===== config.mk =====
export PLATFORM = sky130hd
export DESIGN_NAME = demux_8ch_deserializer_flat
export DESIGN_NICKNAME = d
export VERILOG_FILES = /design/src/rtl/demux_8ch_deserializer_if.sv /design/src/rtl/demux_8ch_deserializer.sv /design/src/flat_wrapper.sv
export SDC_FILE = /design/constraint.sdc
export NUM_CORES = 1
export LEC_CHECK = 0
export CORE_MARGIN = 2
export CORE_UTILIZATION = 45
export DETAILED_ROUTE_END_ITERATION = 8
export DONT_BUFFER_PORTS = 1
export PLACE_DENSITY = 0.61
export SETUP_SLACK_MARGIN = 0.15
export SLEW_MARGIN = 20
export SYNTH_ARGS = -nofsm -noshare
export SYNTH_HDL_FRONTEND = slang
export SYNTH_SLANG_ARGS = --single-unit

===== constraint.sdc =====
create_clock -name clk -period 7.1 [get_ports clk]
set_input_delay 1.42 -clock clk [delete_from_list [all_inputs] [get_ports clk]]
set_output_delay 1.42 -clock clk [all_outputs]
set_load 0.005 [all_outputs]

===== src/rtl/demux_8ch_deserializer_if.sv =====
// Bit-side and word-side signals of the 8-channel deserializer.
// The slave modport is the deserializer; the master modport is its environment.
interface demux_8ch_deserializer_if #(
  parameter int WORD_W = 8
);
  logic              bit_valid;
  logic [2:0]        sel;
  logic [7:0]        dout;
  logic              word_valid;
  logic              word_ready;
  logic [WORD_W-1:0] word_data;
  logic [2:0]        word_ch;
  logic [7:0]        pending;
  logic [7:0]        overflow;
  logic [7:0]        clr_overflow;

  modport slave (
    input  bit_valid, sel, dout, word_ready, clr_overflow,
    output word_valid, word_data, word_ch, pending, overflow
  );

  modport master (
    output bit_valid, sel, dout, word_ready, clr_overflow,
    input  word_valid, word_data, word_ch, pending, overflow
  );
endinterface


===== src/rtl/demux_8ch_deserializer.sv =====
// Per-channel serial-to-parallel assembly behind a 1:8 demux, with one holding
// register per channel and a round-robin drained, channel-tagged output register.

module demux_8ch_lane #(
  parameter int WORD_W = 8
) (
  input  logic              clk,
  input  logic              rst,
  input  logic              samp,
  input  logic              b,
  input  logic              pop,
  input  logic              clr,
  output logic [WORD_W-1:0] hold,
  output logic              pending,
  output logic              overflow
);
  localparam int CW = (WORD_W > 2) ? $clog2(WORD_W) : 1;

  logic [WORD_W-2:0] shreg;
  logic [CW-1:0]     cnt;
  logic [WORD_W-1:0] word;
  logic              complete;
  logic              accept;

  assign word     = {shreg, b};
  assign complete = samp && (cnt == CW'(WORD_W - 1));
  // A pop on the same edge frees the holding register for the new word.
  assign accept   = complete && (!pending || pop);

  always_ff @(posedge clk) begin
    if (rst) begin
      shreg <= '0;
      cnt   <= '0;
    end else if (samp) begin
      shreg <= word[WORD_W-2:0];
      cnt   <= complete ? '0 : cnt + 1'b1;
    end
  end

  always_ff @(posedge clk) begin
    if (rst) begin
      hold    <= '0;
      pending <= 1'b0;
    end else if (accept) begin
      hold    <= word;
      pending <= 1'b1;
    end else if (pop) begin
      pending <= 1'b0;
    end
  end

  // Set has priority over a coincident clear.
  always_ff @(posedge clk) begin
    if (rst)
      overflow <= 1'b0;
    else if (complete && !accept)
      overflow <= 1'b1;
    else if (clr)
      overflow <= 1'b0;
  end
endmodule

module demux_8ch_deserializer #(
  parameter int WORD_W = 8
) (
  input  logic                  clk,
  input  logic                  rst,
  demux_8ch_deserializer_if.slave bus
);
  localparam int NUM_LANES = 8;

  logic [NUM_LANES-1:0][WORD_W-1:0] hold;
  logic [NUM_LANES-1:0]             pending;
  logic [NUM_LANES-1:0]             overflow;
  logic [NUM_LANES-1:0]             pop;
  logic                             b;

  logic [2:0]        rr_ptr;
  logic [2:0]        gnt_idx;
  logic [2:0]        cand;
  logic              gnt_found;
  logic              load;
  logic              word_valid;
  logic [WORD_W-1:0] word_data;
  logic [2:0]        word_ch;

  // Only the selected demux line carries the bit; the rest are don't-care.
  assign b = bus.dout[bus.sel];

  for (genvar i = 0; i < NUM_LANES; i++) begin : g_lane
    demux_8ch_lane #(.WORD_W(WORD_W)) u_lane (
      .clk      (clk),
      .rst      (rst),
      .samp     (bus.bit_valid && (bus.sel == 3'(i))),
      .b        (b),
      .pop      (pop[i]),
      .clr      (bus.clr_overflow[i]),
      .hold     (hold[i]),
      .pending  (pending[i]),
      .overflow (overflow[i])
    );
  end

  always_comb begin
    gnt_found = 1'b0;
    gnt_idx   = rr_ptr;
    cand      = '0;
    for (int j = 0; j < NUM_LANES; j++) begin
      cand = rr_ptr + 3'(j);
      if (!gnt_found && pending[cand]) begin
        gnt_found = 1'b1;
        gnt_idx   = cand;
      end
    end
  end

  assign load = (!word_valid || bus.word_ready) && gnt_found;

  always_comb begin
    pop = '0;
    if (load) pop[gnt_idx] = 1'b1;
  end

  always_ff @(posedge clk) begin
    if (rst) begin
      word_valid <= 1'b0;
      word_data  <= '0;
      word_ch    <= '0;
      rr_ptr     <= '0;
    end else if (load) begin
      word_valid <= 1'b1;
      word_data  <= hold[gnt_idx];
      word_ch    <= gnt_idx;
      rr_ptr     <= gnt_idx + 3'd1;
    end else if (bus.word_ready) begin
      word_valid <= 1'b0;
    end
  end

  assign bus.word_valid = word_valid;
  assign bus.word_data  = word_data;
  assign bus.word_ch    = word_ch;
  assign bus.pending    = pending;
  assign bus.overflow   = overflow;
endmodule


===== src/flat_wrapper.sv =====
// flat-port wrapper written by rule: the top's interface ports become plain ports
module demux_8ch_deserializer_flat 
#(
  parameter int WORD_W = 8
)
  (clk, rst, bus_bit_valid, bus_sel, bus_dout, bus_word_ready, bus_clr_overflow, bus_word_valid, bus_word_data, bus_word_ch, bus_pending, bus_overflow);
  demux_8ch_deserializer_if #(.WORD_W(WORD_W)) bus_i ();
  input  logic clk;
  input  logic rst;
  input wire logic [$bits(bus_i.bit_valid)-1:0] bus_bit_valid;
  input wire logic [$bits(bus_i.sel)-1:0] bus_sel;
  input wire logic [$bits(bus_i.dout)-1:0] bus_dout;
  input wire logic [$bits(bus_i.word_ready)-1:0] bus_word_ready;
  input wire logic [$bits(bus_i.clr_overflow)-1:0] bus_clr_overflow;
  output wire logic [$bits(bus_i.word_valid)-1:0] bus_word_valid;
  output wire logic [$bits(bus_i.word_data)-1:0] bus_word_data;
  output wire logic [$bits(bus_i.word_ch)-1:0] bus_word_ch;
  output wire logic [$bits(bus_i.pending)-1:0] bus_pending;
  output wire logic [$bits(bus_i.overflow)-1:0] bus_overflow;
  assign bus_i.bit_valid = bus_bit_valid;
  assign bus_i.sel = bus_sel;
  assign bus_i.dout = bus_dout;
  assign bus_i.word_ready = bus_word_ready;
  assign bus_i.clr_overflow = bus_clr_overflow;
  assign bus_word_valid = bus_i.word_valid;
  assign bus_word_data = bus_i.word_data;
  assign bus_word_ch = bus_i.word_ch;
  assign bus_pending = bus_i.pending;
  assign bus_overflow = bus_i.overflow;
  demux_8ch_deserializer #(.WORD_W(WORD_W)) u_core (.clk(clk), .rst(rst), .bus(bus_i));
endmodule

After elaboration in Yosys (flattened, before gate mapping):

Cells that the tools add are included.

* bits in writable memories: 0
* ROM bits: 0
* memories: 0
* bits in registers: 175
* bits in latches: 0
* bits of input ports: 23

* muxes and demuxes: 80
* $add $sub $neg: 16
* bitwise gates (word level): 0
* shift operators: 0
* $mul: 0
* equal/unequal tests: 15
* reductions and logical operators: 92
* $lt $le $gt $ge: 11
* div/mod/pow operators: 0

Operator list (count)
* two-way mux 1 bit: 52
* two-way mux 3 bit: 15
* logical AND 1 bit: 41
* < comparator 3 x 4 -> 1 bit, second input constant: 10
* equality test 3 bit, second input constant: 12
* nonzero test 2 bit: 17
* adder 3 x 1 -> 3 bit, second input constant: 10
* binary-select mux 1 bit (select 3 bit): 9
* binary-select mux 8 bit (select 3 bit): 1
* zero test 1 bit: 24
* two-way mux 8 bit: 2
* adder 3 bit, second input constant: 4
* logical OR 1 bit: 9
* adder 3 x 2 -> 3 bit, second input constant: 2
* equality test 3 x 2 -> 1 bit, second input constant: 2
* demux 1 bit (select 3 bit): 1
* equality test 3 x 1 -> 1 bit, second input constant: 1
* >= comparator 3 x 1 -> 1 bit, second input constant: 1
* zero test 3 bit: 1

Longest topological paths before layout:

Gate-level depths: netlist (run 1).

* word-level depth: 34
* mapped depth: 16

Cells and area by module:

From an unflattened synthesis (run 1), not the netlist that was laid out.

* cell total of the unflattened synthesis: 909
* area, all modules: 9151.3 um^2

Modules (own cells, without submodules)
* demux_8ch_lane: times used 8, sequential area each 400.4 um^2, area each 863.3 um^2, cells an instance 81
* demux_8ch_deserializer: times used 1, sequential area each 300.3 um^2, area each 2244.7 um^2, cells an instance 261

Worst setup path before layout (run 1):

No wires, ideal clock.

* path kind: flip-flop to flip-flop
* start: reg u_core.rr_ptr[1]
* end: reg u_core.word_data[0] (netlist: u_core.bus.word_data[0])
* stages on the path, launching flop included: 15
* library setup time: 0.134 ns
* setup slack: 3.008 ns
* required time: 6.966 ns
* arrival: 3.958 ns
* clock period less this slack: 4.092 ns
* path buffers: 3
* cells stage by stage: dfxtp_1 buf_2 buf_1 inv_1 ha_1 mux2_2 o22ai_1 nor3_1 or2_1 o311a_1 o21ai_2 buf_2 mux2i_1 nor3_1 or4_1

* word-level cells in the longest chain between the ends: 26

RTL lines
* start: declaration: RTL line demux_8ch_deserializer.sv:78 `logic [2:0] rr_ptr;`
* start signal: assignment: RTL line demux_8ch_deserializer.sv:134 `rr_ptr <= gnt_idx + 3'd1;`
* branches (longest 26 deep; another with adder 3 x 1 -> 3 bit)
* end signal: assignment: RTL line demux_8ch_deserializer.sv:132 `word_data <= hold[gnt_idx];`
* end: declaration: RTL line demux_8ch_deserializer.sv:84 `logic [WORD_W-1:0] word_data;`

Parallel ways; which one is timed is not known. The select of a mux whose other input is x is not followed.
A chain may end at the register's enable or synchronous reset.

Worst setup path after layout (run 1):

* start: reg u_core.rr_ptr[0]
* end: reg u_core.word_data[7] (netlist: u_core.bus.word_data[7])

The elaborated chain is that of the path after synthesis.

==> metrics.md, run 1 <==
| Metric | Value |
|---|---|
| CTS resizes | 0 |
| Peak VDD IR | 0.0002018 V |
| Measured slew at the worst slew-check pin | 942.9 ps |
| Number of port buffers | 0 |
| Layout cells sized above 1 | between 10% and 20% |
| Met1 usage in global routing | 28.12% |
| Top post-synthesis cells by area | dfxtp_1 (40%), mux2i_1 (8.9%), nand2_1 (6.9%) |
| Initial antenna violation count | 0 |
| Initial core utilization | 46.13% |
| Core ar. | 18830 um2 |
| Arr. time, crit path | 5970 ps |
| CP Cell Sequence | inv_1 > ha_1 > mux2_2 > o22ai_1 > o21bai_1 > a21oi_1 > a21boi_1 > o21ai_1 > nor2_1 > nand3_1 > nor3b_1 > or4_1 |
| Ys Warns | 0 |
| Hold Vio Cnt, Final | 0 |
| EDFF count, synth | 0 |
| Comb power frac | 32.0% |
| Clock share of power | 33.0% |
| RD Place Congestion | 0.9077 |
| Clock Latency Late Sink | 430 ps |
| Post-Layout Cell Count | around 1200 |
| Post-CTS Setup Repair Bufs | 0 |
| CTS Buf Count | 17 |
| Top-count cell post-synth | dfxtp_1 |
| Root Buffer | clkbuf_16 |
| Avg WL per Cell | 17.11 um |
| Leak pwr | 0.003530 uW |
| GRT busiest layer | met2 |
| Crit path max-delay cell type | dfxtp_1 |
| Hold Worst Slack | roughly 450 ps |
| Drt total wl | 20650 um |
| Worst path required time | 7480 ps |
| Number of global-route vias before repair | 5984 |
| First-pass GRT wire length | roughly 33000 um |
| NetSw | between 1000 and 1500 uW |
| CTS tree | built |
| Period utilization | just under 80% |
| Synth unique cells | 72 |
| Die ar. | around 20000 um2 |
| IO Count | 51 |
| Switching Fraction | between 30 and 40% |
| Largest net degree at the start of global routing | 206 |
| Tmin final | 5596 ps |
| Via count | about 6700 |
| Synthesized flop and latch total | 175 |
| Antenna Nets Post-Route | 0 |
| Status | finished, final reports clean |
| Clock Path Buffers | 2 |
| Die Span X | between 100 and 150 um |
| Layout area overhead | 7.505% |
| Hold-fix buffers at CTS | 0 |
| Final nets | 975 |
| Slew HR | 37.00% |
| Total grt overflow | 0 |
| # rows | 50 |
| Buf/Inv on CP | 1 |
| Sink Count | 175 |
| Top Family by Delay on Critical Path | compound AO/OA/AOI/OAI gates |
| Setup tns final | 0 ps |
| DRT iter0 DRCs | 453 |
| Die Y | 142.9 um |
| Synthesized net count | 1016 |
| P per Cell Area | 322.1 nW/um2 |
| Post-DR vias/cell | 5.523 |
| Met2 GRT Util | 31.96% |
| Synth top cells by count | dfxtp_1 (175), nand2_1 (159), nor2_1 (90) |
| Seq pwr share | 35.0% |
| Unrepaired setup endpoints after global routing | false |
| CP startpoint kind | register |
| Internal Power | 1912 uW |
| Gr usage total | 20.42% |
| Seq/Total Area, Yosys | about two fifths |
| Yosys top cell area share | 40.33% |
| Post-route DRC | 0 |
| Endpoint class of the critical path | register |
| Syn_area_per_cell | 8.909 um2 |
| Clock skew | 12.78 ps |
| Cell taking the most area after synthesis | dfxtp_1 |
| DR pass1 iterations | 5 |
| H-tree depth | 4 |
| Critical path class | register to register |
| Antenna diodes | 0 |
| Post-Syn Instances | 975 |
| # fillers | between 1500 and 2000 |
| Top_reg_cell synth | dfxtp_1 |
| Clock transition at path regs | 70 ps |
| Final setup margin | 1504 ps |
| Placed cell count | approximately 1200 |
| F_max | 178.7 MHz |
| Placement Setup Slack | 1583 ps |
| Final Total Pwr | ~3000 uW |
| Cell Area, Synth | 8686 um2 |
| Crit path largest cell delay | 850 ps |
| Max Slew Vio Count | 0 |
| Crit-path max FO | 19 |
| Hold Path Class | register to register |
| Asr flop ratio synth | 0% |
| Detailed placement HPWL | 14280 um |
| Max-Cap Viols | 0 |
| Final setup violation count | 0 |
| Met3 Resource Use GR | 4.292% |
area by class of cell:
type / count / area [um2] / area share [%]
Clock buffer: 19 / 452.9 / 4.851
Timing Repair Buffer: 7 / 52.55 / 0.5628
Sequential cell: 175 / 3503 / 37.52
Inverter: 14 / 52.55 / 0.5628
Multi-Input combinational cell: 719 / 4777 / 51.16
Tap cell: 260 / 325.3 / 3.484
Clock inverter: 13 / 173.9 / 1.863
layer usage:
metal | vias to the layer above | wire length (um) | part of all wire (%)
met5 | - | 0 | 0
met4 | 0 | 336 | 1.6
met3 | 22 | 995 | 4.8
met2 | 175 | 9560 | 46
met1 | 3142 | 9761 | 47
li1 | 3327 | - | -
cell usage in the layout (no fill, tap or decap), types with 8 or more instances in the layout:
master / synthesis / layout
inv_1: 14 / 14
a21oi_2: 8 / 8
nand2_1: 159 / 159
nor2_1: 90 / 90
nand3_1: 13 / 13
clkbuf_16: 0 / 17
mux2_2: 10 / 10
a21oi_1: 86 / 86
dfxtp_1: 175 / 175
nor3_1: 19 / 19
nor2b_1: 12 / 12
o21ai_0: 30 / 30
nand2b_1: 31 / 31
ha_1: 18 / 18
mux2i_1: 77 / 77
nand3b_1: 14 / 14
o31ai_1: 8 / 8
mux4_2: 9 / 9
a211oi_1: 15 / 15
o22ai_1: 9 / 9
logic make-up (layout without fill, tap and decap cells):
family | Yosys count | after routing | synth area share [%]
multiplexers | 96 | 96 | 12.50
buffers and inverters | 81 | 53 | 4.667
XOR/XNOR | 6 | 6 | 0.8211
flip-flops | 175 | 175 | 40.33
AO/OA/AOI/OAI | 214 | 214 | 17.70
AND/OR/NAND/NOR | 385 | 385 | 21.38
adder cells (fa/ha/maj) | 18 | 18 | 2.593
flip-flops by register name, indices dropped and copies added (netlist names):
register and flops:
u_core.g_lane.u_lane.overflow 8, u_core.g_lane.u_lane.hold 64, u_core.bus.word_valid 1, u_core.bus.word_data 8, u_core.g_lane.u_lane.cnt 24, u_core.g_lane.u_lane.shreg 56
u_core.g_lane.u_lane.pending 8, u_core.bus.word_ch 3, u_core.rr_ptr 3
final timing paths:
| path | from | to | slack, ps | depth (start not counted) |
|---|---|---|---|---|
| max reg2reg | u_core.rr_ptr[0] | u_core.bus.word_data[7] | 1500 | 12 |
| max | u_core.rr_ptr[0] | u_core.bus.word_data[7] | 1500 | 12 |
| min reg2reg | u_core.g_lane[4].u_lane.shreg[6] | u_core.g_lane[4].u_lane.shreg[6] | 450 | 2 |
| min | u_core.g_lane[4].u_lane.shreg[6] | u_core.g_lane[4].u_lane.shreg[6] | 450 | 2 |
stage by stage:
| step | cell area [um2] | util [%] |
|---|---|---|
| after floorplan | 8686 | - |
| after global placement | 8703 | 46.22 |
| after detailed placement | 8703 | 46.22 |
| after CTS | 9330 | 49.55 |
| after global routing | 9338 | 49.59 |
| final | 9338 | 49.59 |
worst min-delay path, cell delays in order, from the launching register on:
cell	delay (ps)
dfxtp_1	310
nand2_1	50
a21oi_1	50
power groups by stage:
stage | Combinational, uW | Sequential [uW] | Clock [uW]
6_report | 961 | 1050 | 993
5_1_grt | 1030 | 1060 | 1050
4_1_cts | 961 | 1050 | 1010
3_5_place_dp | 958 | 1080 | 0
3_3_place_gp | 950 | 1080 | 0
2_1_floorplan | 844 | 1040 | 0
No activity file was read; power rests on OpenSTA's default activity.
==> inputs of run 2 (changes only) <==
- clock period: 7.1 -> 5.2 ns (I/O delays scaled with it)
==> metrics.md, run 2 (same netlist as run 1, synthesis figures left out) <==
| Metric | Value |
|---|---|
| Arr. time, crit path | 4720 ps (-1250 ps) |
| CTS Buf Count | 17 (unchanged) |
| Die ar. | 20430 um2 (unchanged) |
| Reg with most FFs | u_core.g_lane.u_lane.hold |
| Hold depth | 2 (unchanged) |
| Top Family by Delay on Critical Path | simple AND/OR/NAND/NOR gates |
| Total grt overflow | 0 (unchanged) |
| IO Count | 51 (unchanged) |
| CP startpoint kind | register |
| Cells on worst reg2reg path | 13 (+1) |
| F_max | 226.8 MHz (+27%) |
| Peak VDD IR | 0.0002846 V (+41%) |
| Critical path class | register to register |
| Largest net degree at the start of global routing | 206 (unchanged) |
| Setup tns final | 0 ps (unchanged) |
| Tmin final | 4409 ps (-1187 ps) |
| Hold-fix buffers at CTS | 0 (unchanged) |
| Post-DR vias/cell | 5.501 (-0.40%) |
| WL met1 | 9765 um (about the same) |
| Period utilization | 84.79% (+6.0 points) |
| Largest register FFs | 64 (unchanged) |
| Avg WL per Cell | 17.16 um (+0.28%) |
| Status | finished, final reports clean |
| Clock skew | 17.15 ps (+4.372 ps) |
| Buf/Inv on CP | 2 (+1) |
| Placement Setup Slack | 855.9 ps (-727.1 ps) |
| Antenna diodes | 0 (unchanged) |
| Min-delay src | u_core.g_lane[1].u_lane.cnt[1] |
| RD Place Congestion | 0.9022 (-0.61%) |
| # rows | 50 (unchanged) |
| Hold Worst Slack | 450.6 ps (-4.254 ps) |
| Max Slew Vio Count | 0 (unchanged) |
| H-tree depth | 4 (unchanged) |
| DRT iter0 DRCs | 583 (+29%) |
| DR WL met2 | 9696 um (+1.4%) |
| Max-Cap Viols | 0 (unchanged) |
| # fillers | 1772 (+0.40%) |
| Drt total wl | 20760 um (+0.53%) |
| Final Total Pwr | 4071 uW (+35%) |
| Antenna Nets Post-Route | 0 (unchanged) |
| Leak pwr | 0.003542 uW (+0.33%) |
| Clock Path Buffers | 2 (unchanged) |
| Worst Hold End | u_core.g_lane[1].u_lane.cnt[1] |
| Cell mode on critical path | o22ai_1 |
| Detailed placement HPWL | 14350 um (+0.53%) |
| Hold Path Class | register to register |
| Final Util | 49.63% (about the same) |
| Unrepaired setup endpoints after global routing | false |
| Hold Vio Cnt, Final | 0 (unchanged) |
| Register area | 3503 um2 (unchanged) |
| Sink Count | 175 (unchanged) |
| Crit path largest cell delay | 700 ps (-150 ps) |
| Post-CTS Setup Repair Bufs | 0 (unchanged) |
| Multi-input gate area | 4777 um2 (unchanged) |
| Biggest regs | u_core.g_lane.u_lane.hold (64), u_core.g_lane.u_lane.shreg (56), u_core.g_lane.u_lane.cnt (24) |
| CTS resizes | 0 (unchanged) |
| Layout cells sized above 1 | 12.21% (+0.17 points) |
| Most frequent cells in the layout | dfxtp_1 (175), nand2_1 (159), nor2_1 (90) |
| Root Buffer | clkbuf_16 |
| R2R Setup Slk | 790 ps (-710 ps) |
| Commonest non-fill, non-tap cell in the layout | dfxtp_1 |
| P per Cell Area | 435.6 nW/um2 (+35%) |
| Clock transition at path regs | 70 ps (about the same) |
| Core ar. | 18830 um2 (unchanged) |
| Clock Latency Late Sink | 440 ps (about the same) |
| Die Y | 142.9 um (unchanged) |
| CP Cell Sequence | inv_1 > ha_1 > mux2_2 > o22ai_1 > nor3_1 > or2_1 > o311a_1 > o21ai_2 > buf_4 > nor3_4 > nand3b_1 > o22ai_1 > or4_1 |
| Initial core utilization | 46.13% (unchanged) |
| First-pass GRT wire length | 33660 um (+2.7%) |
| Slew HR | 42.89% (+5.9 points) |
| Endpoint class of the critical path | register |
| Worst R2R End | u_core.bus.word_data[6] |
| Initial antenna violation count | 0 (unchanged) |
| Die Span X | 142.9 um (unchanged) |
| Number of global-route vias before repair | 6157 (+2.9%) |
| Worst path required time | 5510 ps (-1970 ps) |
| Reg-to-reg critical path startpoint | u_core.rr_ptr[0] |
| DR pass1 iterations | 5 (unchanged) |
| Layout area overhead | 7.606% (about the same) |
| Post-route DRC | 0 (unchanged) |
| Final nets | 979 (+0.41%) |
| Crit-path max FO | 24 (+5) |
| CTS tree | built |
| Via count | 6656 (-0.15%) |
| Gr usage total | 21.03% (+0.62 points) |
| Number of port buffers | 0 (unchanged) |
| WL met3 | 954 um (-4.1%) |
| Final setup violation count | 0 (unchanged) |
| Crit path max-delay cell type | ha_1 |
| Final setup margin | 790.8 ps (-713.4 ps) |
| Measured slew at the worst slew-check pin | 853.5 ps (-89.40 ps) |
| DR top layer | met4 |
## run 2: changes by cell type in the layout (fill, tap and decap cells not counted)
cell        change
buf_4           +4
clkbuf_1        +1
clkbuf_8        -1
clkinv_2        +1
clkinv_4        +4
clkinvlp_4      -1
inv_6           -5
## run 2: layout make-up
type / count / share of cell area (%)
tap: 260 / 3.481
clock inverter: 12 / 1.740
inverter: 14 / 0.5622
timing repair buffer: 11 / 0.8835
sequential: 175 / 37.48
clock buffer: 19 / 4.739
multi-input combinational: 719 / 51.11
## run 2: worst min-delay path, cell delays in order, from the launching register on
cell and delay [ps]:
dfxtp_1 310, nand2_1 50, a21oi_1 50
## run 2: stage by stage
stage	cells	cell area (um2)
after global routing	1210	9346
final	1210	9346
after CTS	1210	9346
after global placement	1179	8741
after floorplan	975	8686
after detailed placement	1179	8741
## run 2: where the power goes
group | switching [uW] | total (uW) | internal (uW) | leakage [uW]
clock network | 546 | 1320 | 771 | 0.000295
registers | 36.3 | 1410 | 1380 | 0.00141
logic | 874 | 1340 | 469 | 0.00184
total | 1460 | 4070 | 2620 | 0.00354
## run 2: per-layer routing
layer | GRT usage (%) | vias to the layer above
li1 | - | 3350
met1 | 28.49 | 3170
met2 | 33.17 | 111
met3 | 4.863 | 25
met4 | 6.879 | 0
met5 | 0 | -
## run 2: worst max-delay path by stage
stage,from,end,slack [ps],cells after the start
finish,u_core.rr_ptr[0],u_core.bus.word_data[6],790,13
global route,u_core.rr_ptr[0],u_core.bus.word_data[2],550,13
CTS,u_core.rr_ptr[0],u_core.bus.word_data[6],830,13
detailed placement,u_core.rr_ptr[0],u_core.bus.word_data[6],860,13
global placement,u_core.rr_ptr[0],u_core.bus.word_data[6],920,13
floorplan,u_core.rr_ptr[1],u_core.bus.word_data[0],1110,14
==> patch (config.mk and constraints of run 2) <==
`WORD_W` is set to 8 in 4 places; all go to 16.
--- a/src/rtl/demux_8ch_deserializer_if.sv
+++ b/src/rtl/demux_8ch_deserializer_if.sv
@@ -1,7 +1,7 @@
 // Bit-side and word-side signals of the 8-channel deserializer.
 // The slave modport is the deserializer; the master modport is its environment.
 interface demux_8ch_deserializer_if #(
-  parameter int WORD_W = 8
+  parameter int WORD_W = 16
 );
   logic              bit_valid;
   logic [2:0]        sel;
--- a/src/rtl/demux_8ch_deserializer.sv
+++ b/src/rtl/demux_8ch_deserializer.sv
@@ -2,7 +2,7 @@
 // register per channel and a round-robin drained, channel-tagged output register.
 
 module demux_8ch_lane #(
-  parameter int WORD_W = 8
+  parameter int WORD_W = 16
 ) (
   input  logic              clk,
   input  logic              rst,
@@ -61,7 +61,7 @@
 endmodule
 
 module demux_8ch_deserializer #(
-  parameter int WORD_W = 8
+  parameter int WORD_W = 16
 ) (
   input  logic                  clk,
   input  logic                  rst,
--- a/src/flat_wrapper.sv
+++ b/src/flat_wrapper.sv
@@ -1,7 +1,7 @@
 // flat-port wrapper written by rule: the top's interface ports become plain ports
 module demux_8ch_deserializer_flat 
 #(
-  parameter int WORD_W = 8
+  parameter int WORD_W = 16
 )
   (clk, rst, bus_bit_valid, bus_sel, bus_dout, bus_word_ready, bus_clr_overflow, bus_word_valid, bus_word_data, bus_word_ch, bus_pending, bus_overflow);
   demux_8ch_deserializer_if #(.WORD_W(WORD_W)) bus_i ();
Interface: changed (resized bus_word_data); port bits go from 51 to 59. The function was not compared with the original's and may differ.
==> patch against run 2 <==
Wire length rose by 84%; synthesized area rose by 77%; sequential share of layout area rose by 0.65 points; critical path depth fell by 1; cell area rose by 79%; first-iteration DRC count rose by 82%; via count rose by 76%; clock power rose by 88%; power rose by 32%; clock skew rose by 5.4 ps; sequential cell count rose by 144; setup slack got worse by 69 ps; critical path type unchanged; critical endpoint is now u_core.g_lane[6].u_lane.hold[9]; largest power group is now clock.
==> patch: results (changes against run 2) <==
metric,value,unit,change
gp weighted congestion,0.834,,-7.6%
Tot GR Track Use,0.213,,+0.00235
Synth area leaders,"dfxtp_1, mux2i_1, nand2b_1",,
via count,11700,,+76%
GR Layer Usage met2,0.347,,+0.0156
TritonCTS buffer count,36,,+19
largest net degree at the start of global routing,421,,+100%
GRT met3 Usage,0.0389,,-0.00970
Fillers,3147,,+78%
CP arrival,4930,ps,+210 ps
status,"finished, final reports clean",,
Slew @ Worst Pin,1080,ps,+229 ps
"Seq/Total Area, Yosys",0.414,,+0.0109
Peak VDD IR,0.277,mV,-2.8%
share of cells above drive strength 1,0.118,,-0.00383
hold_sp,u_core.g_lane[7].u_lane.shreg[14],,
Iter 0 DRT Violations,1061,,+82%
worst r2r dst,u_core.g_lane[6].u_lane.hold[9],,
LEAKAGE,5.33,nW,+51%
Internal Pwr Total,0.00411,W,+57%
GR Util met1,0.279,,-0.00570
Largest regs,"u_core.g_lane.u_lane.hold: 128 flops, u_core.g_lane.u_lane.shreg: 120 flops, u_core.g_lane.u_lane.cnt: 32 flops",,
Worst Hold End,u_core.g_lane[7].u_lane.shreg[14],,
r2r setup slk,720,ps,-70 ps
global-route wire length before repair,60500,µm,+80%
worst skew pair latency,540,ps,+100 ps
worst-path fanout max,19,,-21%
Worst-path clk slew,60,ps,
drt first pass iters,7,,+2
Reg2Reg Depth,12,,-1
PortBufs,0,,unchanged
Post-DP HPWL,25900,µm,+81%
initial antenna violation count,3,,+3
Routed WL per cell,18.0,µm,+4.7%
Unique masters post-synth,78,,+8.3%
htree depth,2,,-2
worst hold slack,453,ps,+2.73 ps
synth cell count leaders,"dfxtp_1, nand2_1, nand2b_1",,
vias in the first global route,10900,,+76%
patch: worst max-delay path: stages, from the launching register on:
cell	delay, ps
dfxtp_2	330
inv_1	80
ha_1	750
mux4_2	640
mux2i_1	240
nor2b_4	230
o21ai_1	90
a32oi_2	240
and2_1	630
nor2_4	200
o41ai_4	370
buf_4	340
mux2i_1	220
patch: area by class of cell:
type	instances	area [µm²]	share of cell area
Multi-Input combinational cell	1253	8340	0.498
Timing Repair Buffer	34	268	0.0160
Inverter	6	22.5	0.00134
Tap cell	448	561	0.0335
Sequential cell	319	6390	0.381
Clock buffer	55	1110	0.0666
Antenna cell	3	7.51	0.000448
Clock inverter	7	52.6	0.00314
patch: kinds of logic (layout without fill, tap and decap cells):
| logic type | Yosys count | in the layout | synth area share |
|---|---|---|---|
| mux | 221 | 221 | 0.158 |
| simple gates | 669 | 669 | 0.217 |
| flops | 319 | 319 | 0.414 |
| fa+ha+maj | 10 | 10 | 0.00812 |
| compound gates | 339 | 339 | 0.148 |
| other cells | 0 | 3 | 0 |
| buf+inv | 144 | 102 | 0.0463 |
| xor+xnor | 14 | 14 | 0.00795 |
patch: power groups by stage:
stage          registers, W  logic, W  clock network, W
2_1_floorplan       0.00252  0.000398                 0
3_3_place_gp        0.00252  0.000433                 0
3_5_place_dp        0.00252  0.000434                 0
4_1_cts             0.00247  0.000436           0.00254
5_1_grt             0.00247  0.000466           0.00263
6_report            0.00247  0.000439           0.00248
patch: stage by stage:
stage,instance area (µm²),worst slack (ps),std cells
global placement,15600,834,2060
floorplan,15400,1100,1716
CTS,16700,727,2122
finish,16800,721,2125
global route,16700,451,2123
detailed placement,15600,769,2060
